**config.mk**
```make
export PLATFORM = sky130hd
export DESIGN_NAME = recv_word
export DESIGN_NICKNAME = d
export VERILOG_FILES = /design/src/rtl/recv_pkg.sv /design/src/rtl/uart_rx_byte.sv /design/src/rtl/recv_word.sv
export SDC_FILE = /design/constraint.sdc
export NUM_CORES = 1
export LEC_CHECK = 0
export CORE_UTILIZATION = 40
export DETAILED_ROUTE_END_ITERATION = 10
export HOLD_SLACK_MARGIN = 0.03
export PLACE_DENSITY = 0.69
export REMOVE_ABC_BUFFERS = 1
export SETUP_SLACK_MARGIN = 0.5
export SYNTH_ARGS = -nofsm -noshare
export SYNTH_HDL_FRONTEND = slang
export SYNTH_HIERARCHICAL = 1
export SYNTH_SLANG_ARGS = --single-unit
```
**constraint.sdc**
```tcl
create_clock -name clk -period 2.27 [get_ports clk]
set_input_delay 0.454 -clock clk [delete_from_list [all_inputs] [get_ports clk]]
set_output_delay 0.454 -clock clk [all_outputs]
set_load 0.03 [all_outputs]
```
**src/rtl/recv_pkg.sv**
```systemverilog
// Shared types and constants for the serial word receiver.
package recv_pkg;

    // Byte-level receive FSM states.
    typedef enum logic [2:0] {
        IDLE,
        START,
        DATA,
        STOP,
        WAIT_HIGH
    } rx_state_t;

    // Bytes assembled into one output word, LSB byte first.
    localparam int BYTES_PER_WORD = 4;

endpackage

```
**src/rtl/uart_rx_byte.sv**
```systemverilog
// 8N1 byte receiver: input synchronizer, falling-edge start detection,
// mid-bit sampling, registered byte_done / frame_err pulses.
module uart_rx_byte
    import recv_pkg::*;
#(
    parameter int CLKS_PER_BIT = 434
) (
    input  logic       clk,
    input  logic       rst,
    input  logic       rxd_i,
    output logic [7:0] byte_o,
    output logic       byte_done_o,
    output logic       frame_err_o,
    output logic       idle_o
);

    localparam int CW = $clog2(CLKS_PER_BIT);
    localparam logic [CW-1:0] HALF_M1 = CW'(CLKS_PER_BIT / 2 - 1);
    localparam logic [CW-1:0] FULL_M1 = CW'(CLKS_PER_BIT - 1);

    logic [1:0]    sync_q;
    logic [1:0]    sync_vld_q;
    logic          rxs;
    logic          rxs_prev_q, rxs_prev_d;
    logic          fall;
    rx_state_t     state_q, state_d;
    logic [CW-1:0] cnt_q, cnt_d;
    logic [2:0]    bit_idx_q, bit_idx_d;
    logic [7:0]    byte_sr_q, byte_sr_d;
    logic          byte_done_q, byte_done_d;
    logic          frame_err_q, frame_err_d;

    assign rxs = sync_q[1];
    // The edge register only tracks real line samples, so the synchronizer's
    // reset value of 1 can never pair with a low line into a fake start edge.
    assign rxs_prev_d = sync_vld_q[1] ? rxs : 1'b0;
    assign fall       = rxs_prev_q & ~rxs;

    // Synchronizer, edge register and all FSM state.
    always_ff @(posedge clk or posedge rst) begin
        if (rst) begin
            sync_q      <= 2'b11;
            sync_vld_q  <= 2'b00;
            rxs_prev_q  <= 1'b0;
            state_q     <= IDLE;
            cnt_q       <= '0;
            bit_idx_q   <= '0;
            byte_sr_q   <= '0;
            byte_done_q <= 1'b0;
            frame_err_q <= 1'b0;
        end else begin
            sync_q      <= {sync_q[0], rxd_i};
            sync_vld_q  <= {sync_vld_q[0], 1'b1};
            rxs_prev_q  <= rxs_prev_d;
            state_q     <= state_d;
            cnt_q       <= cnt_d;
            bit_idx_q   <= bit_idx_d;
            byte_sr_q   <= byte_sr_d;
            byte_done_q <= byte_done_d;
            frame_err_q <= frame_err_d;
        end
    end

    // Next-state logic: half-bit start confirm, then full-bit sample spacing.
    always_comb begin
        state_d     = state_q;
        cnt_d       = cnt_q + 1'b1;
        bit_idx_d   = bit_idx_q;
        byte_sr_d   = byte_sr_q;
        byte_done_d = 1'b0;
        frame_err_d = 1'b0;
        case (state_q)
            IDLE: begin
                cnt_d = '0;
                if (fall) begin
                    state_d   = START;
                    bit_idx_d = '0;
                end
            end
            START: begin
                if (cnt_q == HALF_M1) begin
                    cnt_d   = '0;
                    state_d = rxs ? IDLE : DATA;
                end
            end
            DATA: begin
                if (cnt_q == FULL_M1) begin
                    cnt_d     = '0;
                    byte_sr_d = {rxs, byte_sr_q[7:1]};
                    bit_idx_d = bit_idx_q + 3'd1;
                    if (bit_idx_q == 3'd7) begin
                        state_d = STOP;
                    end
                end
            end
            STOP: begin
                if (cnt_q == FULL_M1) begin
                    cnt_d = '0;
                    if (rxs) begin
                        byte_done_d = 1'b1;
                        state_d     = IDLE;
                    end else begin
                        frame_err_d = 1'b1;
                        state_d     = WAIT_HIGH;
                    end
                end
            end
            WAIT_HIGH: begin
                cnt_d = '0;
                if (rxs) begin
                    state_d = IDLE;
                end
            end
            default: begin
                cnt_d   = '0;
                state_d = IDLE;
            end
        endcase
    end

    assign byte_o      = byte_sr_q;
    assign byte_done_o = byte_done_q;
    assign frame_err_o = frame_err_q;
    assign idle_o      = (state_q == IDLE);

endmodule

```
**src/rtl/recv_word.sv**
```systemverilog
// Serial word receiver: collects four bytes (LSB byte first) into a 32-bit
// word, drops partial words on framing errors or inter-byte timeout.
module recv_word
    import recv_pkg::*;
#(
    parameter int CLKS_PER_BIT = 434,
    parameter int TIMEOUT_BITS = 20
) (
    input  logic        clk,
    input  logic        rst,
    input  logic        rxd,
    output logic [31:0] word,
    output logic        word_valid,
    output logic        frame_err,
    output logic        timeout_err
);

    localparam int TMAX = TIMEOUT_BITS * CLKS_PER_BIT;
    localparam int TW   = $clog2(TMAX + 1);
    localparam logic [TW-1:0] TMAX_M1  = TW'(TMAX - 1);
    localparam logic [1:0]    LAST_IDX = 2'(BYTES_PER_WORD - 1);

    logic [7:0]    rx_byte;
    logic          rx_byte_done;
    logic          rx_frame_err;
    logic          rx_idle;

    logic [1:0]    byte_idx_q, byte_idx_d;
    logic [23:0]   partial_q, partial_d;
    logic [31:0]   word_q, word_d;
    logic          word_valid_q, word_valid_d;
    logic          timeout_err_q, timeout_err_d;
    logic [TW-1:0] to_cnt_q, to_cnt_d;

    uart_rx_byte #(
        .CLKS_PER_BIT(CLKS_PER_BIT)
    ) u_rx (
        .clk        (clk),
        .rst        (rst),
        .rxd_i      (rxd),
        .byte_o     (rx_byte),
        .byte_done_o(rx_byte_done),
        .frame_err_o(rx_frame_err),
        .idle_o     (rx_idle)
    );

    // Word assembler and timeout state.
    always_ff @(posedge clk or posedge rst) begin
        if (rst) begin
            byte_idx_q    <= '0;
            partial_q     <= '0;
            word_q        <= '0;
            word_valid_q  <= 1'b0;
            timeout_err_q <= 1'b0;
            to_cnt_q      <= '0;
        end else begin
            byte_idx_q    <= byte_idx_d;
            partial_q     <= partial_d;
            word_q        <= word_d;
            word_valid_q  <= word_valid_d;
            timeout_err_q <= timeout_err_d;
            to_cnt_q      <= to_cnt_d;
        end
    end

    // Byte placement, word completion and inter-byte timeout.
    always_comb begin
        byte_idx_d    = byte_idx_q;
        partial_d     = partial_q;
        word_d        = word_q;
        word_valid_d  = 1'b0;
        timeout_err_d = 1'b0;
        to_cnt_d      = to_cnt_q;

        // Idle time is only counted between bytes of a started word.
        if (byte_idx_q == 2'd0 || rx_byte_done) begin
            to_cnt_d = '0;
        end else if (rx_idle) begin
            if (to_cnt_q == TMAX_M1) begin
                to_cnt_d      = '0;
                timeout_err_d = 1'b1;
                byte_idx_d    = 2'd0;
            end else begin
                to_cnt_d = to_cnt_q + 1'b1;
            end
        end

        if (rx_frame_err) begin
            byte_idx_d = 2'd0;
        end else if (rx_byte_done) begin
            if (byte_idx_q == LAST_IDX) begin
                word_d       = {rx_byte, partial_q};
                word_valid_d = 1'b1;
                byte_idx_d   = 2'd0;
            end else begin
                for (int b = 0; b < BYTES_PER_WORD - 1; b++) begin
                    if (byte_idx_q == 2'(b)) begin
                        partial_d[b*8 +: 8] = rx_byte;
                    end
                end
                byte_idx_d = byte_idx_q + 2'd1;
            end
        end
    end

    assign word        = word_q;
    assign word_valid  = word_valid_q;
    assign frame_err   = rx_frame_err;
    assign timeout_err = timeout_err_q;

endmodule

```
==> metrics.yaml <==
run_status:
  status: "finished, final reports clean"
synth:
  synthFlopType: "dfrtp_1"
  ys_top_cells_by_area: "dfrtp_1, nand2_1, mux2_2"
  synth_seq_cells: 104
  syn_area_sq_um: 4566
  ys_seq_area_share_pct: 57.06
  avgSynthCellArea_sq_um: 11.22
  synth.largest_area_cell: "dfrtp_1"
  synth_cells: 407
  async_flop_share_pct: 100.0
  synth_cell_types: 56
  synth_top_cell_area_share_pct: 55.91
  synth_edf_count: 0
  yosys_warnings: 6
global_routing:
  grt.total_usage_pct: 15.45
  antenna_found_initial: 0
  grt_pass1_vias: 3035
  grt.overflow.total: 0
  grt_start_max_net_pins: 40
  grt_first_pass_wirelength_mm: 14.21
routing:
  postRouteAntennaNets: 0
  detail_route.first_pass.iterations: 4
  avgRoutedWirePerCell_um: 14.18
  vias: 3090
  drc: 0
  via_per_inst: 5.107
  drt_wl_total_mm: 8.580
  drt_iter0_markers: 222
sta:
  setup_viol: 0
  tightest_slew_ns: 0.5690
  final.min_clock_period_ns: 1.717
  rsz0062_at_grt: "yes"
  period_share_pct: 75.65
  timing.fmax_mhz: 582.4
  drv_slew: 0
  slew_headroom_pct: 61.98
  skew_ns: 0.003810
  final-hold-violation-count: 0
floorplanning:
  fp.dieH_um: 108.8
  num_rows: 38
  die_x_um: 108.8
  die-area_sq_um: 11850
  coreArea_sq_um: 10980
  start_util_pct: 41.57
  ioPinCount: 38
power_and_ir_drop:
  leakagePower_uw: 0.002842
  ir_drop_mv: 0.5022
  power-per-cell-area_nw_per_um2: 732.2
cts:
  path_clk_slew_ns: 0.07
  tritoncts: "done"
  clkSinkCount: 104
  h-tree-depth: 3
  cts-root-buf: "clkbuf_16"
  clock_latency_ns: 0.34
  clock_path_buffers: 2
  cts_made_buffers: 9
worst_setup_path:
  arrival_ns: 1.95
  slowest_stage: "dfrtp_1"
  criticalPathCategory: "register to register"
  worst_path_dominant_cell_family: "simple AND/OR/NAND/NOR gates"
  cp.required_ns: 2.50
  path_max_fanout: 5
  cp_slowest_stage_delay_ns: 0.40
  cp-start-kind: "register"
  crit_buf_inv: 1
  end_kind: "register"
  path_cells: "inv_1 -> ha_1 -> and4b_2 -> nand4b_4 -> mux2_4"
cells_and_area:
  layout-drive-gt1-share_pct: 20.22
  nFillCells: 977
  seq_area_sq_um: 2609
  instances_no_fill: 605
  final_nets: 474
  multiInputGateArea_sq_um: 1887
  stdcell_area_sq_um: 5514
  antennaDiodeCount: 0
  syn_to_final_growth_pct: 20.77
placement:
  port_buffers: 37
  dp_hpwl_mm: 5.581
  gp_congestion: 0.8039
  placed_cells: 578
  place_area_sq_um: 5086
worst_hold_path:
  min_path_type: "register to register"
job:
  drv_cap: 0
Yosys cell counts, types with 7 or more instances:
cell,n
mux2_2,25
a21oi_1,8
xnor2_1,8
nand2_1,105
o21ai_0,10
dfrtp_1,102
nand4_1,8
mux2_4,7
ha_1,11
nor2_1,19
nand3_1,9
inv_1,16
cells in the final DEF (no fill, tap or decap), drive strengths merged, types with 2 or more instances in the layout:
cell type | synthesis | layout
a21oi | 8 | 8
a22oi | 4 | 4
and2 | 4 | 4
and4bb | 2 | 2
buf | 10 | 16
clkbuf | 3 | 11
clkdlybuf4s50 | 0 | 2
dfrtp | 102 | 102
dfstp | 2 | 2
dlygate4sd2 | 0 | 35
ha | 11 | 11
inv | 16 | 18
mux2 | 32 | 32
mux2i | 3 | 3
nand2 | 105 | 105
nand3 | 9 | 9
nand4 | 10 | 10
nand4b | 2 | 3
nor2 | 20 | 20
nor2b | 2 | 2
nor3 | 4 | 4
nor3b | 4 | 4
nor4 | 2 | 2
nor4b | 2 | 2
o21ai | 13 | 14
o31ai | 2 | 2
or3 | 5 | 5
xnor2 | 8 | 8
xor2 | 5 | 5
where the power goes:
group	switching (uW)	internal [uW]
Sequential	81.1	1920
Clock	687	896
Combinational	259	197
routing by layer:
layer / routed length [um] / share of wire, % / up-vias / global-route usage (%)
met5: 0 / 0 / - / 0
met4: 89 / 1.0 / 0 / 3.571
met3: 254 / 3.0 / 8 / 4.483
met2: 4253 / 50 / 46 / 24.73
met1: 3982 / 46 / 1556 / 20.70
li1: - / - / 1480 / -
cell families after synthesis:
| logic type | count (synthesis) | synth area share (%) |
|---|---|---|
| other | 1 | 0.08214 |
| AND/OR/NAND/NOR | 180 | 20.09 |
| AO/OA/AOI/OAI | 34 | 4.851 |
| adder cells (fa/ha/maj) | 11 | 3.014 |
| buffers and inverters | 29 | 3.288 |
| XOR/XNOR | 13 | 2.494 |
| multiplexers | 35 | 9.126 |
| flip-flops | 104 | 57.06 |
path summary, 6_finish.rpt:
kind,from,endpoint,slack (ns),cells past startpoint
max,u_rx/cnt_q[1]$_DFF_PP0_,u_rx/byte_o[0]$_DFFE_PP0P_,0.55,5
max in group asynchronous,rst,word[31]$_DFFE_PP0P_,1.24,3
min,u_rx/sync_vld_q[0]$_DFF_PP0_,u_rx/sync_vld_q[1]$_DFF_PP0_,0.35,0
max reg2reg,u_rx/cnt_q[1]$_DFF_PP0_,u_rx/byte_o[0]$_DFFE_PP0P_,0.55,5
min reg2reg,u_rx/sync_vld_q[0]$_DFF_PP0_,u_rx/sync_vld_q[1]$_DFF_PP0_,0.35,0
min in group asynchronous,rst,to_cnt_q[10]$_DFFE_PP0P_,0.47,2
registers in the layout, summed over array words and instances, names as in the netlist, 3 cells and up:
| signal | cells |
|---|---|
| u_rx/cnt_q | 9 |
| u_rx/state_q | 3 |
| u_rx/byte_o | 8 |
| u_rx/bit_idx_q | 3 |
| partial_q | 24 |
| word | 32 |
| to_cnt_q | 14 |
worst register-to-register path: cells and delay by family (launching register included):
family,cells,cell delay (ns)
AND/OR/NAND/NOR,2,0.57
flip-flops,1,0.40
multiplexers,1,0.35
adder cells (fa/ha/maj),1,0.19
buffers and inverters,1,0.09
stage by stage:
step / setup slack, ns / hold slack (ns) / power [uW] / TNS, ns / util [%]
global placement: 0.4032 / 0.3340 / 2338 / 0 / 46.31
CTS: 0.4793 / 0.3506 / 3969 / 0 / 49.01
global route: 0.4849 / 0.3705 / 4204 / 0 / 50.21
finish: 0.5528 / 0.3500 / 4037 / 0 / 50.21
floorplan: -0.06562 / 0.3312 / 2262 / -4.856 / -
detailed placement: 0.3150 / 0.3347 / 2364 / 0 / 46.31
area by class of cell:
type	count	share of cell area, %
Clock inverter	5	1.157
Clock buffer	11	4.402
Multi-Input combinational cell	276	34.22
Inverter	16	1.180
Timing Repair Buffer	53	8.555
Sequential cell	104	47.31
Tap cell	140	3.177
repair_timing:
action,in CTS,in global routing
hold buffers,0,0
resized for setup,43,10
gates cloned,0,2
pin swaps,0,5
endpoints found under the setup margin,84,48
setup buffers,1,8
Power figures use the tool's default switching activity.
